**config.mk**
```make
export PLATFORM = sky130hd
export DESIGN_NAME = arc4_key_sweep
export DESIGN_NICKNAME = d
export VERILOG_FILES = /design/src/rtl/arc4_key_sweep.sv
export SDC_FILE = /design/constraint.sdc
export NUM_CORES = 1
export LEC_CHECK = 0
export CAP_MARGIN = 20
export CELL_PAD_IN_SITES_DETAIL_PLACEMENT = 0
export CELL_PAD_IN_SITES_GLOBAL_PLACEMENT = 1
export CORE_ASPECT_RATIO = 0.5
export CORE_MARGIN = 2
export CORE_UTILIZATION = 44
export CTS_BUF_LIST = sky130_fd_sc_hd__clkbuf_8 sky130_fd_sc_hd__clkbuf_16
export DETAILED_ROUTE_END_ITERATION = 10
export PLACE_DENSITY = 0.82
export SETUP_SLACK_MARGIN = 0.2
export SYNTH_ARGS = -nofsm -noshare
export SYNTH_HDL_FRONTEND = slang
export SYNTH_SLANG_ARGS = --single-unit
```
**constraint.sdc**
```tcl
create_clock -name clk -period 5.8 [get_ports clk]
set_input_delay 0.87 -clock clk [delete_from_list [all_inputs] [get_ports clk]]
set_output_delay 0.87 -clock clk [all_outputs]
set_load 0.05 [all_outputs]
```
**src/rtl/arc4_key_sweep.sv**
```systemverilog
// Key-search sequencer: walks candidate keys through an external arc4 engine and
// accepts the first whose length-prefixed plaintext is printable. `ARC4_SWEEP_LOWER_EN narrows the byte set.
module arc4_key_sweep #(
  parameter int KEY_W    = 24,
  parameter int PT_AW    = 8,
  parameter int KEY_STEP = 1
) (
  input  logic             clk,
  input  logic             rst,
  input  logic             en,
  output logic             rdy,
  input  logic [KEY_W-1:0] start_key,
  input  logic             stop,
  output logic [KEY_W-1:0] key,
  output logic             key_valid,
  output logic             arc4_en,
  input  logic             arc4_rdy,
  output logic [KEY_W-1:0] arc4_key,
  output logic [PT_AW-1:0] pt_addr,
  input  logic [7:0]       pt_rddata
);

  typedef enum logic [3:0] {
    S_IDLE, S_LAUNCH, S_GUARD, S_WAIT_ENG, S_RD_LEN, S_SCAN, S_NEXT, S_FOUND, S_DONE
  } state_t;

  state_t           state;
  logic [KEY_W-1:0] cur;
  logic [7:0]       len;
  logic [7:0]       cnt;
  logic             rd_vld;
  logic [KEY_W:0]   nxt;

  // one spare bit so a step past the top of the key space is visible as a carry
  assign nxt = {1'b0, cur} + (KEY_W+1)'(KEY_STEP);

  function automatic logic byte_ok(input logic [7:0] b);
`ifdef ARC4_SWEEP_LOWER_EN
    return (b >= 8'h61 && b <= 8'h7A) || b == 8'h20;
`else
    return b >= 8'h20 && b <= 8'h7E;
`endif
  endfunction

  always_ff @(posedge clk or posedge rst) begin
    if (rst) begin
      state     <= S_IDLE;
      rdy       <= 1'b1;
      key       <= '0;
      key_valid <= 1'b0;
      arc4_en   <= 1'b0;
      arc4_key  <= '0;
      pt_addr   <= '0;
      cur       <= '0;
      len       <= '0;
      cnt       <= '0;
      rd_vld    <= 1'b0;
    end else begin
      arc4_en <= 1'b0;
      case (state)
        S_IDLE: if (en) begin
          cur       <= start_key;
          key_valid <= 1'b0;
          rdy       <= 1'b0;
          state     <= S_LAUNCH;
        end
        S_LAUNCH: if (arc4_rdy) begin
          arc4_key <= cur;
          arc4_en  <= 1'b1;
          state    <= S_GUARD;
        end
        // engine drops rdy one cycle after en; don't mistake the stale high for completion
        S_GUARD: state <= S_WAIT_ENG;
        S_WAIT_ENG: if (arc4_rdy) begin
          pt_addr <= '0;
          rd_vld  <= 1'b0;
          state   <= S_RD_LEN;
        end
        S_RD_LEN: begin
          if (!rd_vld) rd_vld <= 1'b1;
          else begin
            len    <= pt_rddata;
            rd_vld <= 1'b0;
            if (pt_rddata == 8'h00) state <= S_FOUND;
            else begin
              pt_addr <= PT_AW'(1);
              cnt     <= 8'd1;
              state   <= S_SCAN;
            end
          end
        end
        // address runs one ahead of the byte being checked; rd_vld marks the first-read bubble
        S_SCAN: begin
          if (!rd_vld) begin
            rd_vld  <= 1'b1;
            pt_addr <= pt_addr + PT_AW'(1);
          end else if (!byte_ok(pt_rddata)) state <= S_NEXT;
          else if (cnt == len) state <= S_FOUND;
          else begin
            cnt     <= cnt + 8'd1;
            pt_addr <= pt_addr + PT_AW'(1);
          end
        end
        S_NEXT: begin
          if (stop || nxt[KEY_W]) state <= S_DONE;
          else begin
            cur   <= nxt[KEY_W-1:0];
            state <= S_LAUNCH;
          end
        end
        S_FOUND: begin
          key       <= cur;
          key_valid <= 1'b1;
          state     <= S_DONE;
        end
        S_DONE: begin
          rdy   <= 1'b1;
          state <= S_IDLE;
        end
        default: state <= S_IDLE;
      endcase
    end
  end

endmodule

```
### After elaboration in Yosys (flattened, before gate mapping)

Cells that the tools add are included.

| word-level totals | value |
|---|---|
| register bits after elaboration | 104 |
| input bits | 37 |
| output and inout bits | 59 |
| word-level logic and storage cells | 87 |

| cells by class | value |
|---|---|
| add/subtract/negate cells | 3 |
| magnitude comparators | 2 |
| equal/unequal tests | 21 |
| muxes and demuxes | 32 |
| reductions and logical operators | 18 |

Operator list:

| operator | number |
|---|---|
| 8-bit 2-to-1 mux | 9 |
| 24-bit 2-to-1 mux | 2 |
| 24-bit case mux with 2 select lines | 1 |
| 4-bit 2-to-1 mux | 8 |
| 4-bit case mux with 8 select lines | 1 |
| 24-bit by 1-bit adder with 25-bit output, second input constant | 1 |
| 8-bit case mux with 3 select lines | 1 |
| 2-bit != test, second input constant | 9 |
| 6-bit AND reduction | 3 |
| 8-bit by 1-bit adder with 8-bit output, second input constant | 2 |
| 4-bit by 3-bit == test with 1-bit output, second input constant | 4 |
| 8-bit case mux with 2 select lines | 1 |
| 2-bit AND reduction | 5 |
| 3-bit != test, second input constant | 3 |
| 4-bit by 2-bit == test with 1-bit output, second input constant | 2 |
| 8-bit == test | 1 |
| 8-bit by 6-bit greater-or-equal comparator with 1-bit output, second input constant | 1 |
| 8-bit by 7-bit <= comparator with 1-bit output, second input constant | 1 |
| 8-bit logical NOT | 1 |
| 2-bit nonzero test | 4 |
| 1-bit 2-to-1 mux | 5 |
| 4-bit by 1-bit == test with 1-bit output, second input constant | 1 |
| 4-bit == test, second input constant | 1 |
| 4-bit logical NOT | 1 |
| other kinds (7) | 8 |

### Logic depth before layout (Yosys ltp)

Gate-level depths: netlist (run 1).

| depth | value |
|---|---|
| depth after elaboration | 5 |
| mapped depth | 8 |
| depth with buffers taken out | 6 |

### Least setup slack after synthesis (run 1)

Ideal clock, no wire load.

| path | value |
|---|---|
| kind | input -> register |
| start point | in pt_rddata[6] |
| end point | reg pt_addr[5] |
| setup time | 82 ps |
| arrival time | 2233 ps |
| data required time | 5718 ps |
| slack | 3484 ps |
| stages | 6 |
| path through | and4_1 -> a41oi_2 -> o21ai_1 -> clkbuf_1 -> a2111o_1 -> mux2i_1 |

| between the ends | value |
|---|---|
| longest elaborated chain between the ends | 4 |
| elaborated cells on any way between the ends | 7 |
| classes of those cells | order compare: 2; eq/ne: 2; reduce/logical: 3 |

Ends and longest elaborated chain:

| item | RTL line | RTL |
|---|---|---|
| start, declared | 20 | `input logic [7:0] pt_rddata` |
| 8-bit by 6-bit greater-or-equal comparator with 1-bit output or 8-bit by 7-bit <= comparator with 1-bit output (tied branches) | 41 | `return b >= 8'h20 && b <= 8'h7E;` |
| 1-bit logical AND | 41 |  |
| 3-bit != test (no line) | - |  |
| 6-bit AND reduction (no line) (*) | - |  |
| end signal, assigned | 96 | `pt_addr <= pt_addr + PT_AW'(1);` |
| end signal, assigned | 101 | `pt_addr <= pt_addr + PT_AW'(1);` |
| end, declared | 19 | `output logic [PT_AW-1:0] pt_addr,` |

Mark *: on every way between the ends. The rest lies on a longest branch, timed or not.
A chain may end at the register's enable or synchronous reset.

### Final worst setup path (run 1)

| path | value |
|---|---|
| start point | in pt_rddata[6] |
| end point | reg cnt[5] |

| between the ends | value |
|---|---|
| longest elaborated chain between the ends | 4 |
| elaborated cells on any way between the ends | 7 |
| classes of those cells | order compare: 2; eq/ne: 2; reduce/logical: 3 |

Ends and longest elaborated chain:

| item | RTL line | RTL |
|---|---|---|
| 8-bit by 6-bit greater-or-equal comparator with 1-bit output or 8-bit by 7-bit <= comparator with 1-bit output (tied branches) | 41 |  |
| 1-bit logical AND | 41 |  |
| 2-bit != test (no line) | - |  |
| 6-bit AND reduction (no line) (*) | - |  |
| end signal, assigned | 100 | `cnt <= cnt + 8'd1;` |
| end, declared | 30 | `logic [7:0] cnt;` |

Marks and branches as above.

==> results of run 1 <==
[Yosys cell counts, drive strengths merged (4+ instances only)]
cell	n
and2	5
xnor2	8
buf	7
a21oi	37
nor2	29
a221o	5
mux2	54
a31oi	6
and3	11
a2bb2oi	9
a211o	6
mux2i	6
o22ai	8
dfrtp	103
o21ai	23
nand3	18
nor4	5
nand2b	4
o211ai	5
clkbuf	23
nor3	12
inv	10
nand2	35
nand4	9
and4	5
[through the flow]
step                utilization (%)  setup WS, ns  hold WS, ns
floorplan                         -          2.20        0.502
global placement               53.9          2.30        0.461
detailed placement             53.9          2.19        0.468
CTS                            56.6          2.58        0.477
global route                   56.6          2.29        0.521
finish                         56.6          2.58        0.470
[worst reg2reg max path: cells and delay by family (launching register included)]
family	cells	cell delay, ns
flip-flops	1	0.56
AND/OR/NAND/NOR	3	1.27
AO/OA/AOI/OAI	2	1.04
[registers in the layout, summed over array words and instances (netlist names), 4 cells and up]
signal    count
arc4_key     24
cur          24
key          24
cnt           8
len           8
pt_addr       8
state         4
[placed cells by master (no fill, tap or decap), types with 6 or more instances in the layout]
cell	count
o21ai_0	18
o22ai_1	8
a2bb2oi_1	9
and3_1	11
mux2_2	54
nand2_1	34
dfrtp_1	103
nand3_1	17
nor2_1	29
nor3_1	11
a21oi_1	37
a211o_1	6
inv_1	11
mux2i_1	6
nand4_1	9
xnor2_1	8
clkdlybuf4s50_1	95
clkbuf_16	9
[cell families (layout without fill, tap and decap cells)]
group                      Yosys count  count (layout)  synth area share, %
muxes                               60              60                 12.7
DFF                                104             104                 49.3
xor gates and xnor gates             8               8                 1.33
adders and majority gates            3               3                0.711
buffers and inverters               40             125                 3.13
and+or+nand+nor                    145             145                 14.5
AOI/OAI and AO/OA                  137             137                 18.4
[worst paths after layout]
path	to	startpoint	slack [ns]
worst max-delay path	cnt[5]$_DFFE_PP0P_	pt_rddata[6]	2.58
min in group asynchronous	cur[1]$_DFFE_PP0P_	rst	1.02
max in group asynchronous	len[3]$_DFFE_PP0P_	rst	3.73
worst max register to register	cur[5]$_DFFE_PP0P_	state[0]$_DFFE_PP0P_	2.84
worst min-delay path	pt_addr[7]$_DFFE_PP0P_	pt_addr[7]$_DFFE_PP0P_	0.47
worst min register to register	pt_addr[7]$_DFFE_PP0P_	pt_addr[7]$_DFFE_PP0P_	0.47
[routing by layer]
metal	GRT usage (%)	part of all wire, %	up-vias
met5	0	0	-
met4	3.82	0.68	0
met3	5.10	4.8	7
met2	32.3	46	86
met1	28.1	48	2050
li1	-	-	2036
[area by class of cell]
type                    instances  area, um2  share of cell area (%)
clock buffers                   9        225                    3.38
flip-flops and latches        104       2600                    39.1
inverters                      10       40.0                   0.601
well taps                     165        206                    3.10
multi-input cells             353       2510                    37.7
clock inverters                 7       88.8                    1.33
repair buffers                 99        981                    14.7
[where the power goes]
part,internal (W),switching [W]
Sequential,0.00104,0.000315
Combinational,0.000735,0.00113
Clock,0.000375,0.000272
==> metrics.md, run 1 <==
| Metric | Value |
|---|---|
| Cell count after placement | ~730 |
| Vias after detailed routing | between 4000 and 5000 |
| Crit path depth | 6 |
| Slowest stage cell, crit path | a41oi_2 |
| Max Buffers Root-to-Sink | 2 |
| Post-synth EDFFs | 0 |
| CP required | 6.09 ns |
| Startpoint types | primary input |
| CTS root buffer | clkbuf_16 |
| Placement Rows | 28 |
| Dominant synthesized flop cell | dfrtp_1 |
| Crit end category | flop |
| Final #Nets | between 600 and 700 |
| Post-CTS Setup Bufs | 0 |
| Maxcap violations | 0 |
| Seq/Total Area, Yosys | slightly below 50% |
| Yosys warns | 0 |
| Dpl cell area | around 0.0063 mm2 |
| First-pass GRT wire length | around 21000 um |
| Synth Register Bits | around 100 |
| Vias in the first global route | 4022 |
| Min-delay worst type | reg2reg |
| DRT Pass-1 Iters | 4 |
| # DRC | 0 |
| Vias per cell | about 5.6 |
| Synth Instances | around 500 |
| Final WL | about 13000 um |
| Die Height | ~81 um |
| CTS sink cnt | roughly 100 |
| CP delay by family, top | compound AO/OA/AOI/OAI gates |
| Max Clock Freq | approximately 310 MHz |
| Post-CTS Hold Buffers | 0 |
| Final worst-path cycle share | approximately 56% |
| Die area | 0.0129 mm2 |
| Crit-path max cell delay | 0.64 ns |
| Sum Neg Setup Slack | 0 ns |
| Critical-path maximum fanout | 16 |
| Final setup vio count | 0 |
| Diodes inserted | 0 |
| Buffers added on ports | 95 |
| Total power | 0.00387 W |
| IR drop worst, VDD | about 0.00033 V |
| DP Wirelength | ~8500 um |
| Dominant cell type by area after synthesis | dfrtp_1 |
| RSZ-0062 raised after global routing | false |
| Synth Cell Area | about 0.0053 mm2 |
| Routability congestion estimate | between 0.7 and 0.8 |
| Area Growth Syn to Fin | 26.1% |
| Register-to-Register Path Depth | 5 |
| CTS Buf Count | 9 |
| Filler cells | about 1100 |
| Final min period | 3.22 ns |
| Drt initial violations | 260 |
| Pin count of the biggest net entering global routing | 63 |
| Slew @ Worst Pin | about 1.1 ns |
| Area contributors post-synth | dfrtp_1 49%, mux2_2 12%, a21oi_1 3.5%, nand2_1 2.4%, nor2_1 2.1% |
| Starting density of the core | roughly 45% |
| Number of standard cells in the final layout excluding fillers | 747 |
| Grt total ovfl | 0 |
| Core Area | 0.0118 mm2 |
| Antenna violations before repair | 0 |
| WL per Instance | 16.8 um |
| H-Tree Depth | 3 |
| Hold violation total from the final report | 0 |
| Cell variety after synth | 68 |
| Setup Crit Path Kind | in2reg |
| Die Span X | 159 um |
| Clk_lat worst skew | about 0.35 ns |
| I/O Pins | between 90 and 100 |
| Critical path, cell by cell | clkdlybuf4s50_1 > and4_1 > a41oi_2 > o21ai_1 > nor3_1 > a221o_1 |
| Design area | around 0.0067 mm2 |
| Global Route Usage Sum | 20.1% |
| WP data arrival | about 3.5 ns |
| Ratio of cells with drive above 1 in the final layout | between 10% and 20% |
| Clock Pin Slew Worst Setup and Hold Paths | around 0.070 ns |
| DRT antenna net count | 0 |
| CP bufs+invs | 1 |
| Mapped Nets | around 540 |
| CTS tree | done |
| Slew Limit Fails | 0 |
| Power density cells | a little under 600 mW/mm2 |
| Status | finished, final reports clean |
| Mean post-synth cell area | 10.6 um2 |
| Area share of the largest cell type after synthesis | approximately 50% |
| Worst hold path depth | 1 |
| Worst rel slew slack | between 20% and 30% |
| Worst Skew | roughly 0.013 ns |
| Post-CTS sizing | 0 |
| Leakage | 2.71 nW |
| Async SR Flop Fraction | between 90% and 100% |
No activity file was read; power rests on OpenSTA's default activity.
==> run 2: changes to the inputs <==
Settings changed: CORE_UTILIZATION 44 to 41, PLACE_DENSITY 0.82 to 0.77.
Clock period 5.8 ns to 3.07 ns, I/O delays scaled along.
==> metrics.md, run 2 (synthesis results as in run 1) <==
| Metric | Value |
|---|---|
| Status | finished, final reports clean |
| Final setup vio count | 0 (unchanged) |
| Core Area | 0.0126 mm2 (+7.3%) |
| Worst Skew | 0.0138 ns (+0.000457 ns) |
| Dpl cell area | 0.00644 mm2 (+1.5%) |
| Worst rel slew slack | 43.5% (+14 points) |
| Pin count of the biggest net entering global routing | 105 (+67%) |
| Area Growth Syn to Fin | 27.5% |
| Commonest non-fill, non-tap cell in the layout | dfrtp_1 |
| Final min period | 2.41 ns |
| Placement Rows | 29 (+3.6%) |
| WP data arrival | 2.65 ns (-0.86 ns) |
| Top flop regs | arc4_key (24), cur (24), key (24) |
| Crit end category | flop |
| Filler cells | 1165 (+10%) |
| Antenna violations before repair | 0 (unchanged) |
| Critical-path maximum fanout | 22 (+6) |
| Final #Nets | 627 (+1.6%) |
| Clk_lat worst skew | 0.35 ns (about the same) |
| Clock Pin Slew Worst Setup and Hold Paths | 0.08 ns (about the same) |
| Post-CTS sizing | 0 (unchanged) |
| Leakage | 2.74 nW (+1.2%) |
| Min-delay worst type | reg2reg |
| Hold violation total from the final report | 0 (unchanged) |
| Vias in the first global route | 4190 (+4.2%) |
| CTS sink cnt | 104 (unchanged) |
| Buffers added on ports | 95 (unchanged) |
| Setup WS pre-CTS | 0.440 ns (-1.75 ns) |
| Vias after detailed routing | 4320 (+3.4%) |
| Post-route setup slack | 0.657 ns (-1.92 ns) |
| DRT Pass-1 Iters | 5 (+1) |
| Die Height | 84.3 um (+3.4%) |
| Max Clock Freq | around 410 MHz |
| Starting density of the core | 41.8% (-3.0 points) |
| Most frequent cells in the layout | 103 x dfrtp_1, 95 x clkdlybuf4s50_1, 54 x mux2_2, 37 x a21oi_1, 34 x nand2_1 |
| Grt total ovfl | 0 (unchanged) |
| Die area | 0.0139 mm2 (+7.0%) |
| # DRC | 0 (unchanged) |
| Routability congestion estimate | 0.765 (-1.2%) |
| Drt initial violations | 384 (+48%) |
| WL per Instance | 17.3 um (+3.0%) |
| Diodes inserted | 0 (unchanged) |
| CTS tree | done |
| Slew Limit Fails | 0 (unchanged) |
| CTS root buffer | clkbuf_16 |
| Die Span X | 165 um (+3.5%) |
| Setup Crit Path Kind | reg2reg |
| Ratio of cells with drive above 1 in the final layout | 16.7% (+1.8 points) |
| Post-CTS Hold Buffers | 0 (unchanged) |
| I/O Pins | 96 (unchanged) |
| Final WL | 13200 um (+5.1%) |
| Final worst-path cycle share | between 70% and 80% |
| Power density cells | 1080 mW/mm2 (+86%) |
| Maxcap violations | 0 (unchanged) |
| Vias per cell | 5.67 (+1.3%) |
| Global Route Usage Sum | 19.9% (-0.11 points) |
| RSZ-0062 raised after global routing | false |
| Max Buffers Root-to-Sink | 2 (unchanged) |
| DP Wirelength | 8900 um (+5.1%) |
| First-pass GRT wire length | 22100 um (+7.0%) |
| CTS Buf Count | 9 (unchanged) |
| Slew @ Worst Pin | 0.840 ns (-0.210 ns) |
| Sum Neg Setup Slack | 0 ns (unchanged) |
| H-Tree Depth | 3 (unchanged) |
| Startpoint types | flop |
| Final hold slack | 0.495 ns (+0.0245 ns) |
| Design area | 0.00673 mm2 (+1.1%) |
| CP required | 3.31 ns (-2.78 ns) |
| Post-CTS Setup Bufs | 0 (unchanged) |
| DRT antenna net count | 0 (unchanged) |
| IR drop worst, VDD | 0.000528 V (+62%) |
## run 2: cell types whose count changed in the layout (fill, tap and decap cells not counted)
cell / delta
inv_4: -1
clkinv_2: -1
buf_12: +1
buf_4: +9
inv_1: -2
inv_8: +1
inv_6: +3
clkinv_8: +1
clkinvlp_4: +1
bufinv_16: -2
## run 2: metrics by stage
step / total power, W / utilization [%] / instances
final: 0.00728 / 53.3 / 762
after floorplan: 0.00501 / - / 497
after CTS: 0.00734 / 53.3 / 762
after detailed placement: 0.00618 / 51.0 / 746
after global placement: 0.00613 / 51.0 / 746
after global routing: 0.00770 / 53.3 / 762
## run 2: critical path, cell delays in order, from the launching register on
cell     delay, ns
dfrtp_1       0.48
ha_1          0.25
nand3_2       0.16
nor4_4        0.53
a31o_2        0.53
nor2_1        0.10
o221a_2       0.26
## run 2: final timing paths
check | from | cells after the start | end | slack [ns]
min reg2reg | pt_addr[7]$_DFFE_PP0P_ | 1 | pt_addr[7]$_DFFE_PP0P_ | 0.50
max | cur[0]$_DFFE_PP0P_ | 6 | cur[11]$_DFFE_PP0P_ | 0.66
min | pt_addr[7]$_DFFE_PP0P_ | 1 | pt_addr[7]$_DFFE_PP0P_ | 0.50
min in group asynchronous | rst | 3 | len[7]$_DFFE_PP0P_ | 0.59
max in group asynchronous | rst | 3 | len[4]$_DFFE_PP0P_ | 1.98
max reg2reg | cur[0]$_DFFE_PP0P_ | 6 | cur[11]$_DFFE_PP0P_ | 0.66
## run 2: layout make-up
class / instances / area, um2 / share of cell area (%)
clock buffers: 9 / 225 / 3.34
clock inverters: 7 / 70.1 / 1.04
inverters: 10 / 41.3 / 0.613
multi-input cells: 353 / 2510 / 37.3
flip-flops and latches: 104 / 2600 / 38.7
well taps: 170 / 213 / 3.16
repair buffers: 109 / 1070 / 15.9
## run 2: power by group
part	switching [W]	internal, W	leakage, nW
logic	0.00219	0.00142	1.35
registers	0.000581	0.00196	1.26
clock network	0.000561	0.000574	0.142
total	0.00333	0.00395	2.74
## run 2: per-layer routing
metal | global-route usage (%) | share of wire (%) | vias to the layer above
met5 | 0 | 0 | -
met3 | 4.89 | 4.0 | 14
met1 | 28.8 | 49 | 2160
li1 | - | - | 2050
met4 | 4.03 | 1.1 | 0
met2 | 30.7 | 46 | 96
